$ cat config.mk
export PLATFORM = sky130hd
export DESIGN_NAME = count_uart_tx
export DESIGN_NICKNAME = d
export VERILOG_FILES = /design/src/rtl/count_uart_tx.sv
export SDC_FILE = /design/constraint.sdc
export NUM_CORES = 1
export LEC_CHECK = 0
export ABC_AREA = 1
export CAP_MARGIN = 20
export CORE_MARGIN = 2
export CORE_UTILIZATION = 48
export DETAILED_ROUTE_END_ITERATION = 8
export PLACE_DENSITY = 0.74
export SYNTH_ARGS = -nofsm -noshare
export SYNTH_HDL_FRONTEND = slang
export SYNTH_SLANG_ARGS = --single-unit
$ cat constraint.sdc
create_clock -name clk -period 1.5 [get_ports clk]
set_clock_uncertainty 0.1 [all_clocks]
set_input_delay 0.3 -clock clk [delete_from_list [all_inputs] [get_ports clk]]
set_output_delay 0.3 -clock clk [all_outputs]
set_load 0.02 [all_outputs]
$ cat src/rtl/count_uart_tx.sv
// count_uart_tx: sends each accepted byte as an 8N1 UART frame, LSB first (8E1 when COUNT_UART_TX_PARITY_EN is defined).
// Latency: start bit is on tx from the acceptance edge; frame_done comes 10*CLKS_PER_BIT cycles later (11* with parity).
// Backpressure: in_ready is high only in IDLE; upstream holds in_valid/in_data until the byte is taken.
module count_uart_tx #(
    parameter int CLKS_PER_BIT = 16
) (
    input  logic       clk,
    input  logic       rst,
    input  logic [7:0] in_data,
    input  logic       in_valid,
    output logic       in_ready,
    output logic       tx,
    output logic       busy,
    output logic       frame_done
);
    localparam int CW = $clog2(CLKS_PER_BIT);
    localparam logic [CW-1:0] BAUD_LAST = CW'(CLKS_PER_BIT - 1);

    typedef enum logic [2:0] {
        ST_IDLE,
        ST_START,
        ST_DATA,
`ifdef COUNT_UART_TX_PARITY_EN
        ST_PARITY,
`endif
        ST_STOP
    } state_t;

    state_t        state, state_nxt;
    logic [7:0]    shift, shift_nxt;
    logic [2:0]    bit_idx, bit_idx_nxt;
    logic [CW-1:0] baud_cnt, baud_nxt;
    logic          tx_nxt;
    logic          done_nxt;
    logic          baud_last;
`ifdef COUNT_UART_TX_PARITY_EN
    logic          par, par_nxt;
`endif

    always_ff @(posedge clk or posedge rst) begin
        if (rst) begin
            state      <= ST_IDLE;
            shift      <= '0;
            bit_idx    <= '0;
            baud_cnt   <= '0;
            tx         <= 1'b1;
            frame_done <= 1'b0;
`ifdef COUNT_UART_TX_PARITY_EN
            par        <= 1'b0;
`endif
        end else begin
            state      <= state_nxt;
            shift      <= shift_nxt;
            bit_idx    <= bit_idx_nxt;
            baud_cnt   <= baud_nxt;
            tx         <= tx_nxt;
            frame_done <= done_nxt;
`ifdef COUNT_UART_TX_PARITY_EN
            par        <= par_nxt;
`endif
        end
    end

    assign in_ready  = (state == ST_IDLE);
    assign busy      = (state != ST_IDLE);
    assign baud_last = (baud_cnt == BAUD_LAST);

    // tx is registered, so it is loaded with the level of the state being entered.
    always_comb begin
        state_nxt   = state;
        shift_nxt   = shift;
        bit_idx_nxt = bit_idx;
        baud_nxt    = baud_cnt;
        tx_nxt      = tx;
        done_nxt    = 1'b0;
`ifdef COUNT_UART_TX_PARITY_EN
        par_nxt     = par;
`endif
        case (state)
            ST_IDLE: begin
                tx_nxt = 1'b1;
                if (in_valid) begin
                    state_nxt   = ST_START;
                    shift_nxt   = in_data;
                    bit_idx_nxt = '0;
                    baud_nxt    = '0;
                    tx_nxt      = 1'b0;
`ifdef COUNT_UART_TX_PARITY_EN
                    par_nxt     = ^in_data;
`endif
                end
            end
            ST_START: begin
                if (baud_last) begin
                    baud_nxt  = '0;
                    state_nxt = ST_DATA;
                    tx_nxt    = shift[0];
                end else begin
                    baud_nxt = baud_cnt + CW'(1);
                end
            end
            ST_DATA: begin
                if (baud_last) begin
                    baud_nxt    = '0;
                    shift_nxt   = {1'b0, shift[7:1]};
                    bit_idx_nxt = bit_idx + 3'd1;
                    if (bit_idx == 3'd7) begin
`ifdef COUNT_UART_TX_PARITY_EN
                        state_nxt = ST_PARITY;
                        tx_nxt    = par;
`else
                        state_nxt = ST_STOP;
                        tx_nxt    = 1'b1;
`endif
                    end else begin
                        tx_nxt = shift[1];
                    end
                end else begin
                    baud_nxt = baud_cnt + CW'(1);
                end
            end
`ifdef COUNT_UART_TX_PARITY_EN
            ST_PARITY: begin
                if (baud_last) begin
                    baud_nxt  = '0;
                    state_nxt = ST_STOP;
                    tx_nxt    = 1'b1;
                end else begin
                    baud_nxt = baud_cnt + CW'(1);
                end
            end
`endif
            ST_STOP: begin
                if (baud_last) begin
                    baud_nxt  = '0;
                    state_nxt = ST_IDLE;
                    tx_nxt    = 1'b1;
                    done_nxt  = 1'b1;
                end else begin
                    baud_nxt = baud_cnt + CW'(1);
                end
            end
            default: begin
                state_nxt = ST_IDLE;
                tx_nxt    = 1'b1;
            end
        endcase
    end
endmodule
==> summary.md, run 1 <==
| Metric | Value |
|---|---|
| Post-placement cell count | `201` |
| IO Port Bufs | `14` |
| Worst setup path start | `state[0]$_DFFE_PP0P_` |
| Hold Fails Final Rpt | `0` |
| Violated checks | `setup timing` |
| Reg2reg end | `state[1]$_DFFE_PP0P_` |
| DRT iter0 DRCs | `18` |
| Initial antenna violation count | `0` |
| Setup crit start kind | `flip-flop` |
| Core ar. | `2210 um^2` |
| Global-route wire length before repair | `4.11 mm` |
| PD cells | `2080 nW/um^2` |
| CP arrival | `1.61 ns` |
| Crit Path Class | `flip-flop to flip-flop` |
| Layout area overhead | `33.4%` |
| Post-DP HPWL | `1.74 mm` |
| Share of total power in sequential cells | `0.288` |
| Combinational cell fraction of total power | `0.626` |
| CTS clock-pin slew for the worst setup and hold paths | `0.12 ns` |
| WL final | `2.49 mm` |
| Worst-case vdd ir drop | `1.47 mV` |
| Drc violations | `0` |
| Setup TNS | `-0.0277 ns` |
| Htree depth | `1` |
| Post-synth cell types | `19` |
| CTS Hold Buffers Added | `0` |
| Worst-Margin Slew | `0.257 ns` |
| Num Clock Sinks | `19` |
| Sw power | `1450 uW` |
| Status | `finished, violations left` |
| Sequential area share after synthesis | `0.422` |
| HP Class | `input pin to async pin` |
| DRT Pass-1 Iters | `4` |
| Syn avg cell area | `7.53 um^2` |
| GR Util met3 | `0.0314` |
| Crit-path cells | `buf_4, buf_4, ha_4, nor2_2, nand2_2, nand2_4, nand2_2, nand2_1, nand2_1` |
| FF-to-FF Start | `state[0]$_DFFE_PP0P_` |
| Delay-heaviest family, CP | `simple AND/OR/NAND/NOR gates` |
| Worst Reg-to-Reg Cells | `9` |
| Clock buffer depth | `2` |
| Fin cells | `207` |
| Fraction of layout cells with a size suffix above 1 | `0.274` |
| CP bufs+invs | `2` |
| Global-route usage over all layers | `0.206` |
| Crit Path Max Fanout | `4` |
| Vias | `1063` |
| Die height | `52.5 um` |
| Rows | `17` |
| Pin count of the biggest net entering global routing | `14` |
| Net Sw Frac | `0.462` |
| Maximum Capacitance Violations | `0` |
| Fillers | `188` |
| Vias in the first global route | `952` |
| Routed len/inst | `12.0 um` |
| Area of the mapped netlist | `1130 um^2` |
| Die ar. | `2760 um^2` |
| Gpl congestion | `0.840` |
| Overflow after GRT | `0` |
| Max_slew headroom | `0.829` |
| Syn_nets | `170` |
| GRT busiest layer | `met2` |
| Pleak | `0.000800 uW` |
| Number of vias per cell | `5.14` |
| Commonest non-fill, non-tap cell in the layout | `nand2_1` |
| Final setup fails | `2` |
| Most frequent cells in the layout | `64 x nand2_1, 18 x dfrtp_1, 17 x nand3_1, 13 x buf_4, 10 x clkdlybuf4s50_1` |
| Die Width | `52.5 um` |
| Worst setup margin | `-0.0150 ns` |
| Int Pwr | `1680 uW` |
| I/O pin total | `15` |
| CTS Root Cell | `clkbuf_4` |
| Slew Limit Fails | `0` |
| Max stage delay cell, worst path | `dfrtp_1` |
| Yosys warnings | `0` |
| Minimum clock period | `1.52 ns` |
| N_diodes | `0` |
| Antenna-violating nets left | `0` |
| RSZ-0062 raised after global routing | `yes` |
| Met2 usage | `0.333` |
| Worst Setup End Kind | `flip-flop` |
| Post-layout nets | `200` |
| CP required | `1.60 ns` |
| Final Util | `0.682` |
| Synthesized instance count | `150` |
| Initial Util | `0.511` |
| Flops & latches, synth | `19` |
| Highest clock rate | `660 MHz` |
| Post-route clock period utilization | `1.01` |
| TritonCTS clock tree | `built` |
| Worst reg-to-reg setup slack | `-0.02 ns` |
| TritonCTS buffer count | `3` |
| CP max stage delay | `0.41 ns` |
| Clk Latency, worst-skew pair | `0.30 ns` |
| Worst path depth | `9` |
| Crit path capture | `state[1]$_DFFE_PP0P_` |
| Power share of the clock group | `0.086` |
| GR met1 Demand/Resource | `0.254` |
-- layout make-up --
cell class                      count  area [um^2]  area share
Clock buffer                        3         22.5      0.0149
Clock inverter                      1         5.00     0.00332
Inverter                           13         51.3      0.0340
Multi-Input combinational cell    113          649       0.431
Sequential cell                    19          477       0.316
Tap cell                           28         35.0      0.0232
Timing Repair Buffer               30          268       0.178
-- cells in the mapped netlist, drive strengths merged --
library cell | count | area [um^2]
or2 | 1 | 6.26
nand3b | 2 | 15.0
nand2 | 72 | 275
nand3 | 18 | 103
nand4 | 2 | 12.5
nor2 | 4 | 15.0
dfstp | 1 | 26.3
o21ai | 5 | 28.8
inv | 13 | 48.8
ha | 9 | 113
dfrtp | 18 | 450
buf | 5 | 36.3
-- layer usage --
metal / wire, um / vias up
li1: - / 527
met2: 1240 / 22
met3: 83 / 12
met1: 1070 / 502
met5: 0 / -
met4: 96 / 0
-- logic make-up after synthesis --
logic type / after synthesis / synth area share
buffers and inverters: 18 / 0.0753
AND/OR/NAND/NOR: 99 / 0.378
adder cells (fa/ha/maj): 9 / 0.0997
flip-flops: 19 / 0.422
AO/OA/AOI/OAI: 5 / 0.0255
-- sequential cells by signal, summed over array words and instances, names as in the netlist --
| signal | count |
|---|---|
| state | 2 |
| tx | 1 |
| shift | 8 |
| frame_done | 1 |
| bit_idx | 3 |
| baud_cnt | 4 |
-- worst min path at each step --
stage / depth (start not counted) / endpoint / slack, ns
2_1_floorplan: 1 / baud_cnt[0]$_DFFE_PP0P_ / 0.15
3_3_place_gp: 2 / shift[4]$_DFFE_PP0P_ / 0.35
3_5_place_dp: 2 / shift[1]$_DFFE_PP0P_ / 0.36
4_1_cts: 2 / baud_cnt[3]$_DFFE_PP0P_ / 0.13
5_1_grt: 2 / baud_cnt[2]$_DFFE_PP0P_ / 0.15
6_report: 2 / baud_cnt[3]$_DFFE_PP0P_ / 0.11
-- power by group through the flow --
stage	clock network, uW	registers, uW	logic, uW
floorplan	0	905	1090
global placement	0	894	1560
detailed placement	0	907	1620
CTS	270	900	1800
global route	290	926	2180
finish	270	901	1960
-- per-stage QoR --
step / power (uW) / setup slack [ns] / area [um^2] / hold slack [ns]
global placement: 2460 / -0.108 / 1380 / 0.354
floorplan: 1990 / 0.0219 / 1130 / 0.150
finish: 3130 / -0.0150 / 1510 / 0.106
global route: 3390 / -0.0935 / 1510 / 0.148
CTS: 2970 / -0.0364 / 1470 / 0.125
detailed placement: 2530 / -0.181 / 1380 / 0.358
-- repair_timing --
action	4_1_cts	5_1_grt
pin swaps	4	3
setup buffers	1	1
gates cloned	0	0
setup endpoints to repair	20	16
gates resized for setup	31	16
(Power assumes the default switching activity.)
==> run 2: changes to the inputs <==
ABC_CLOCK_PERIOD_IN_PS = 1500   (was unset)
CORE_UTILIZATION = 51   (was 48)
CTS_BUF_LIST = sky130_fd_sc_hd__clkbuf_8   (was unset)
PLACE_DENSITY = 0.78   (was 0.74)
==> summary.md, run 2 (synthesized netlist as in run 1, its figures left out) <==
| Metric | Value |
|---|---|
| CTS clock-pin slew for the worst setup and hold paths | `0.07 ns (was 0.12 ns)` |
| Post-route clock period utilization | `0.972 (was 1.01)` |
| Number of vias per cell | `4.96 (was 5.14)` |
| Layout area overhead | `33.8% (was 33.4%)` |
| Max_slew headroom | `0.809 (was 0.829)` |
| Gpl congestion | `0.767 (was 0.840)` |
| Worst reg-to-reg setup slack | `0.04 ns (was -0.02 ns)` |
| Most frequent cells in the layout | `65 x nand2_1, 18 x dfrtp_1, 17 x nand3_1, 12 x buf_4, 10 x clkdlybuf4s50_1 (was 64 x nand2_1, 18 x dfrtp_1, 17 x nand3_1, 13 x buf_4, 10 x clkdlybuf4s50_1)` |
| Initial antenna violation count | `0 (unchanged)` |
| Htree depth | `1 (unchanged)` |
| Routed len/inst | `11.7 um (was 12.0 um)` |
| CTS Hold Buffers Added | `0 (unchanged)` |
| Final setup fails | `0 (was 2)` |
| Worst-Margin Slew | `0.286 ns (was 0.257 ns)` |
| Core ar. | `2150 um^2 (was 2210 um^2)` |
| Minimum clock period | `1.46 ns (was 1.52 ns)` |
| Pleak | `0.000817 uW (was 0.000800 uW)` |
| Largest regs | `shift x8, baud_cnt x4, bit_idx x3 (unchanged)` |
| Crit Path Max Fanout | `11 (was 4)` |
| Worst slack at placement | `-0.145 ns (was -0.181 ns)` |
| Drc violations | `0 (unchanged)` |
| Reg2reg end | `shift[1]$_DFFE_PP0P_ (was state[1]$_DFFE_PP0P_)` |
| CP required | `1.55 ns (was 1.60 ns)` |
| Vias | `1031 (was 1063)` |
| IO Port Bufs | `14 (unchanged)` |
| Highest clock rate | `686 MHz (was 660 MHz)` |
| Global-route wire length before repair | `4.00 mm (was 4.11 mm)` |
| Die ar. | `2610 um^2 (was 2760 um^2)` |
| Commonest non-fill, non-tap cell in the layout | `nand2_1 (unchanged)` |
| Worst-case vdd ir drop | `1.37 mV (was 1.47 mV)` |
| Num Clock Sinks | `19 (unchanged)` |
| Global-route usage over all layers | `0.205 (was 0.206)` |
| Post-layout nets | `201 (was 200)` |
| PD cells | `2120 nW/um^2 (was 2080 nW/um^2)` |
| Fraction of layout cells with a size suffix above 1 | `0.244 (was 0.274)` |
| FF-to-FF Start | `state[0]$_DFFE_PP0P_ (unchanged)` |
| Worst Reg-to-Reg Cells | `8 (was 9)` |
| N_diodes | `0 (unchanged)` |
| HP Class | `input pin to async pin (unchanged)` |
| Crit Path Class | `flip-flop to flip-flop (unchanged)` |
| DP Area | `1400 um^2 (was 1380 um^2)` |
| Maximum Capacitance Violations | `0 (unchanged)` |
| Max reg flops | `8 (unchanged)` |
| Clock buffer depth | `2 (unchanged)` |
| Final Cell Area | `1510 um^2 (about the same)` |
| Rows | `17 (unchanged)` |
| CP arrival | `1.50 ns (was 1.61 ns)` |
| DRT Pass-1 Iters | `4 (unchanged)` |
| Worst Setup End Kind | `flip-flop (unchanged)` |
| Worst setup margin | `0.0422 ns (was -0.0150 ns)` |
| Top reg by flops | `shift (unchanged)` |
| WL final | `2.43 mm (was 2.49 mm)` |
| CTS Root Cell | `clkbuf_8 (was clkbuf_4)` |
| TritonCTS buffer count | `3 (unchanged)` |
| TritonCTS clock tree | `built (unchanged)` |
| Hold_ws | `0.184 ns (was 0.106 ns)` |
| Clk Latency, worst-skew pair | `0.25 ns (was 0.30 ns)` |
| Overflow after GRT | `0 (unchanged)` |
| I/O pin total | `15 (unchanged)` |
| RSZ-0062 raised after global routing | `yes (unchanged)` |
| Die Width | `51.1 um (was 52.5 um)` |
| Setup crit start kind | `flip-flop (unchanged)` |
| Vias in the first global route | `995 (was 952)` |
| Initial Util | `0.526 (was 0.511)` |
| Status | `complete, no violations (was finished, violations left)` |
| Final Util | `0.704 (was 0.682)` |
| DRT iter0 DRCs | `14 (was 18)` |
| Antenna-violating nets left | `0 (unchanged)` |
| Pin count of the biggest net entering global routing | `14 (unchanged)` |
| Die height | `51.1 um (was 52.5 um)` |
| Post-DP HPWL | `1.77 mm (was 1.74 mm)` |
| Slew Limit Fails | `0 (unchanged)` |
| Hold Fails Final Rpt | `0 (unchanged)` |
[run 2: changes by cell type in the layout (fill, tap and decap cells not counted), moves of 2 or more]
cell,change
ha_2,-2
clkbuf_4,-3
ha_1,+3
clkbuf_8,+3
inv_1,+2
[run 2: how the worst max path moves through the flow]
stage	cells past startpoint	to	from	slack, ns
3_3_place_gp	4	busy	state[0]$_DFFE_PP0P_	-0.12
5_1_grt	9	state[0]$_DFFE_PP0P_	state[1]$_DFFE_PP0P_	-0.03
6_report	8	shift[1]$_DFFE_PP0P_	state[0]$_DFFE_PP0P_	0.04
3_5_place_dp	3	in_ready	state[1]$_DFFE_PP0P_	-0.15
4_1_cts	4	busy	state[1]$_DFFE_PP0P_	-0.03
2_1_floorplan	8	shift[7]$_DFFE_PP0P_	state[0]$_DFFE_PP0P_	0.02
[run 2: timing repair]
action                                  CTS  global route
endpoints found under the setup margin   22            19
pin swaps                                 1             5
buffers inserted                          0             0
cloned                                    0             0
gates resized for setup                  20            18
[run 2: cell type report]
type	instances	area [um^2]
multi-input combinational	113	629
timing repair buffer	31	277
clock inverter	1	3.75
clock buffer	3	41.3
fill	173	637
sequential	19	477
inverter	13	48.8
tap	28	35.0
[run 2: critical path, cell delays in order (launching register included)]
cell and delay, ns:
dfrtp_1 0.39, inv_2 0.09, buf_6 0.11, ha_4 0.17, inv_2 0.06, o21ai_4 0.16, nand2_4 0.13, nand2_2 0.09
nand2_1 0.05
[run 2: stage by stage]
step	TNS (ns)	total power, uW	instances
2_1_floorplan	0	1990	150
3_3_place_gp	-0.542	2510	204
3_5_place_dp	-1.19	2590	204
4_1_cts	-0.0274	3020	208
5_1_grt	-0.183	3480	208
6_report	0	3210	208
[run 2: layer usage]
layer  GRT usage  vias to the layer above  part of all wire
li1            -                      531                 -
met5           0                        -                 0
met4      0.0856                        0             0.010
met1       0.265                      474              0.46
met3      0.0322                        4             0.041
met2       0.342                       22              0.48
[run 2: report_power, final]
part	internal (uW)	switching, uW	leakage [uW]	total (uW)
clock network	182	165	0.0000269	347
registers	742	160	0.000243	901
logic	862	1100	0.000547	1960
total	1790	1420	0.000817	3210
==> run 3: changes to the inputs <==
CORE_MARGIN = unset   (was 2)
==> summary.md, run 3 (synthesized netlist as in run 1, its figures left out) <==
| Metric | Value |
|---|---|
| Status | `finished, violations left (was complete, no violations)` |
| Violated checks | `setup timing` |
| Die ar. | `2410 um^2 (was 2610 um^2)` |
| Drc violations | `0 (unchanged)` |
| DP Area | `1390 um^2 (was 1400 um^2)` |
| Antenna-violating nets left | `0 (unchanged)` |
| Pleak | `0.000821 uW (was 0.000817 uW)` |
| Vias | `1094 (was 1031)` |
| Maximum Capacitance Violations | `0 (unchanged)` |
| Die height | `49.1 um (was 51.1 um)` |
| Pin count of the biggest net entering global routing | `20 (was 14)` |
| Clk Latency, worst-skew pair | `0.25 ns (about the same)` |
| Num Clock Sinks | `19 (unchanged)` |
| Post-DP HPWL | `1.72 mm (was 1.77 mm)` |
| Max_slew headroom | `0.816 (was 0.809)` |
| TritonCTS clock tree | `built (unchanged)` |
| Slew Limit Fails | `0 (unchanged)` |
| Layout area overhead | `36.2% (was 33.8%)` |
| DRT iter0 DRCs | `30 (was 14)` |
| TritonCTS buffer count | `3 (unchanged)` |
| Number of vias per cell | `5.29 (was 4.96)` |
| CTS Hold Buffers Added | `0 (unchanged)` |
| Commonest non-fill, non-tap cell in the layout | `nand2_1 (unchanged)` |
| CTS clock-pin slew for the worst setup and hold paths | `0.07 ns (about the same)` |
| PD cells | `2150 nW/um^2 (was 2120 nW/um^2)` |
| CP required | `1.60 ns (was 1.55 ns)` |
| Worst Setup End Kind | `flip-flop (unchanged)` |
| DRT Pass-1 Iters | `5 (was 4)` |
| I/O pin total | `15 (unchanged)` |
| Rows | `16 (was 17)` |
| Htree depth | `1 (unchanged)` |
| WL final | `2.64 mm (was 2.43 mm)` |
| Post-route clock period utilization | `1.05 (was 0.972)` |
| Final Cell Area | `1540 um^2 (was 1510 um^2)` |
| Die Width | `49.1 um (was 51.1 um)` |
| Routed len/inst | `12.8 um (was 11.7 um)` |
| Most frequent cells in the layout | `60 x nand2_1, 18 x dfrtp_1, 17 x nand3_1, 11 x nand2_2 (was 65 x nand2_1, 18 x dfrtp_1, 17 x nand3_1, 12 x buf_4, 10 x clkdlybuf4s50_1)` |
| Vias in the first global route | `1018 (was 995)` |
| CP arrival | `1.67 ns (was 1.50 ns)` |
| Worst setup margin | `-0.0733 ns (was 0.0422 ns)` |
| IO Port Bufs | `14 (unchanged)` |
| CTS Root Cell | `clkbuf_8 (unchanged)` |
| Global-route wire length before repair | `4.17 mm (was 4.00 mm)` |
| Hold Fails Final Rpt | `0 (unchanged)` |
| Post-layout nets | `201 (unchanged)` |
| Global-route usage over all layers | `0.226 (was 0.205)` |
| Clock buffer depth | `2 (unchanged)` |
| Initial Util | `0.559 (was 0.526)` |
| Final setup fails | `11 (was 0)` |
| Fraction of layout cells with a size suffix above 1 | `0.278 (was 0.244)` |
| Crit Path Max Fanout | `5 (was 11)` |
| Final Power | `3320 uW (was 3210 uW)` |
| Max reg flops | `8 (unchanged)` |
| Worst slack at placement | `-0.153 ns (was -0.145 ns)` |
| RSZ-0062 raised after global routing | `yes (unchanged)` |
| Overflow after GRT | `0 (unchanged)` |
| N_diodes | `0 (unchanged)` |
| Hold_ws | `0.277 ns (was 0.184 ns)` |
| Setup crit start kind | `flip-flop (unchanged)` |
| Worst-case vdd ir drop | `1.58 mV (was 1.37 mV)` |
| HP Class | `input pin to async pin (unchanged)` |
| Worst-Margin Slew | `0.275 ns (was 0.286 ns)` |
| Largest regs | `shift x8, baud_cnt x4, bit_idx x3 (unchanged)` |
| Highest clock rate | `636 MHz (was 686 MHz)` |
| Initial antenna violation count | `0 (unchanged)` |
| Gpl congestion | `0.803 (was 0.767)` |
| Top reg by flops | `shift (unchanged)` |
| Core ar. | `2020 um^2 (was 2150 um^2)` |
| Crit Path Class | `flip-flop to flip-flop (unchanged)` |
| Minimum clock period | `1.57 ns (was 1.46 ns)` |
## run 3: cell types whose count changed in the layout (fill, tap and decap cells not counted), moves of 2 or more
cell     before  now
nand2_1      65   60
ha_2          0    2
ha_1          7    5
buf_4        12   10
nand2_2       5   11
## run 3: final timing paths
check	depth (start not counted)	slack [ns]	to	from
worst max register to register	8	-0.07	shift[4]$_DFFE_PP0P_	state[0]$_DFFE_PP0P_
max in group asynchronous	3	0.76	tx$_DFFE_PP1P_	rst
min in group clk	2	0.38	shift[2]$_DFFE_PP0P_	shift[2]$_DFFE_PP0P_
worst min register to register	2	0.38	shift[2]$_DFFE_PP0P_	shift[2]$_DFFE_PP0P_
worst min-delay path	3	0.28	baud_cnt[1]$_DFFE_PP0P_	rst
worst max-delay path	8	-0.07	shift[4]$_DFFE_PP0P_	state[0]$_DFFE_PP0P_
## run 3: power breakdown
part | leakage, uW | switching (uW) | internal (uW)
sequential | 0.000243 | 175 | 742
clock | 0.0000269 | 160 | 182
combinational | 0.000552 | 1160 | 893
## run 3: area by class of cell
class,count,area [um^2]
timing repair buffer,30,282
sequential,19,477
tap,27,33.8
multi-input combinational,114,651
clock inverter,1,3.75
fill,141,483
clock buffer,3,41.3
inverter,13,51.3
## run 3: timing repair
action,4_1_cts,5_1_grt
setup buffers,0,1
pin swaps,1,13
resized for setup,17,29
cloned,0,2
endpoints found under the setup margin,21,20
## run 3: critical path, stage by stage (launching register included)
cell and delay, ns:
dfrtp_1 0.39, inv_2 0.09, buf_6 0.11, ha_4 0.16, inv_4 0.04, o21ai_4 0.26
buf_6 0.17, nand3_1 0.10, nand2_1 0.08
## run 3: per-layer routing
layer / GRT usage / wire [um] / vias to the layer above
li1: - / - / 530
met2: 0.372 / 1320 / 43
met3: 0.0685 / 158 / 4
met5: 0 / 0 / -
met4: 0.0539 / 25 / 0
met1: 0.287 / 1140 / 517
## run 3: per-stage QoR
step                cells  setup TNS [ns]   util
floorplan             150               0      -
global placement      200          -0.526  0.686
detailed placement    200           -1.38  0.686
CTS                   204         -0.0227  0.713
global route          207          -0.923  0.761
finish                207          -0.348  0.761
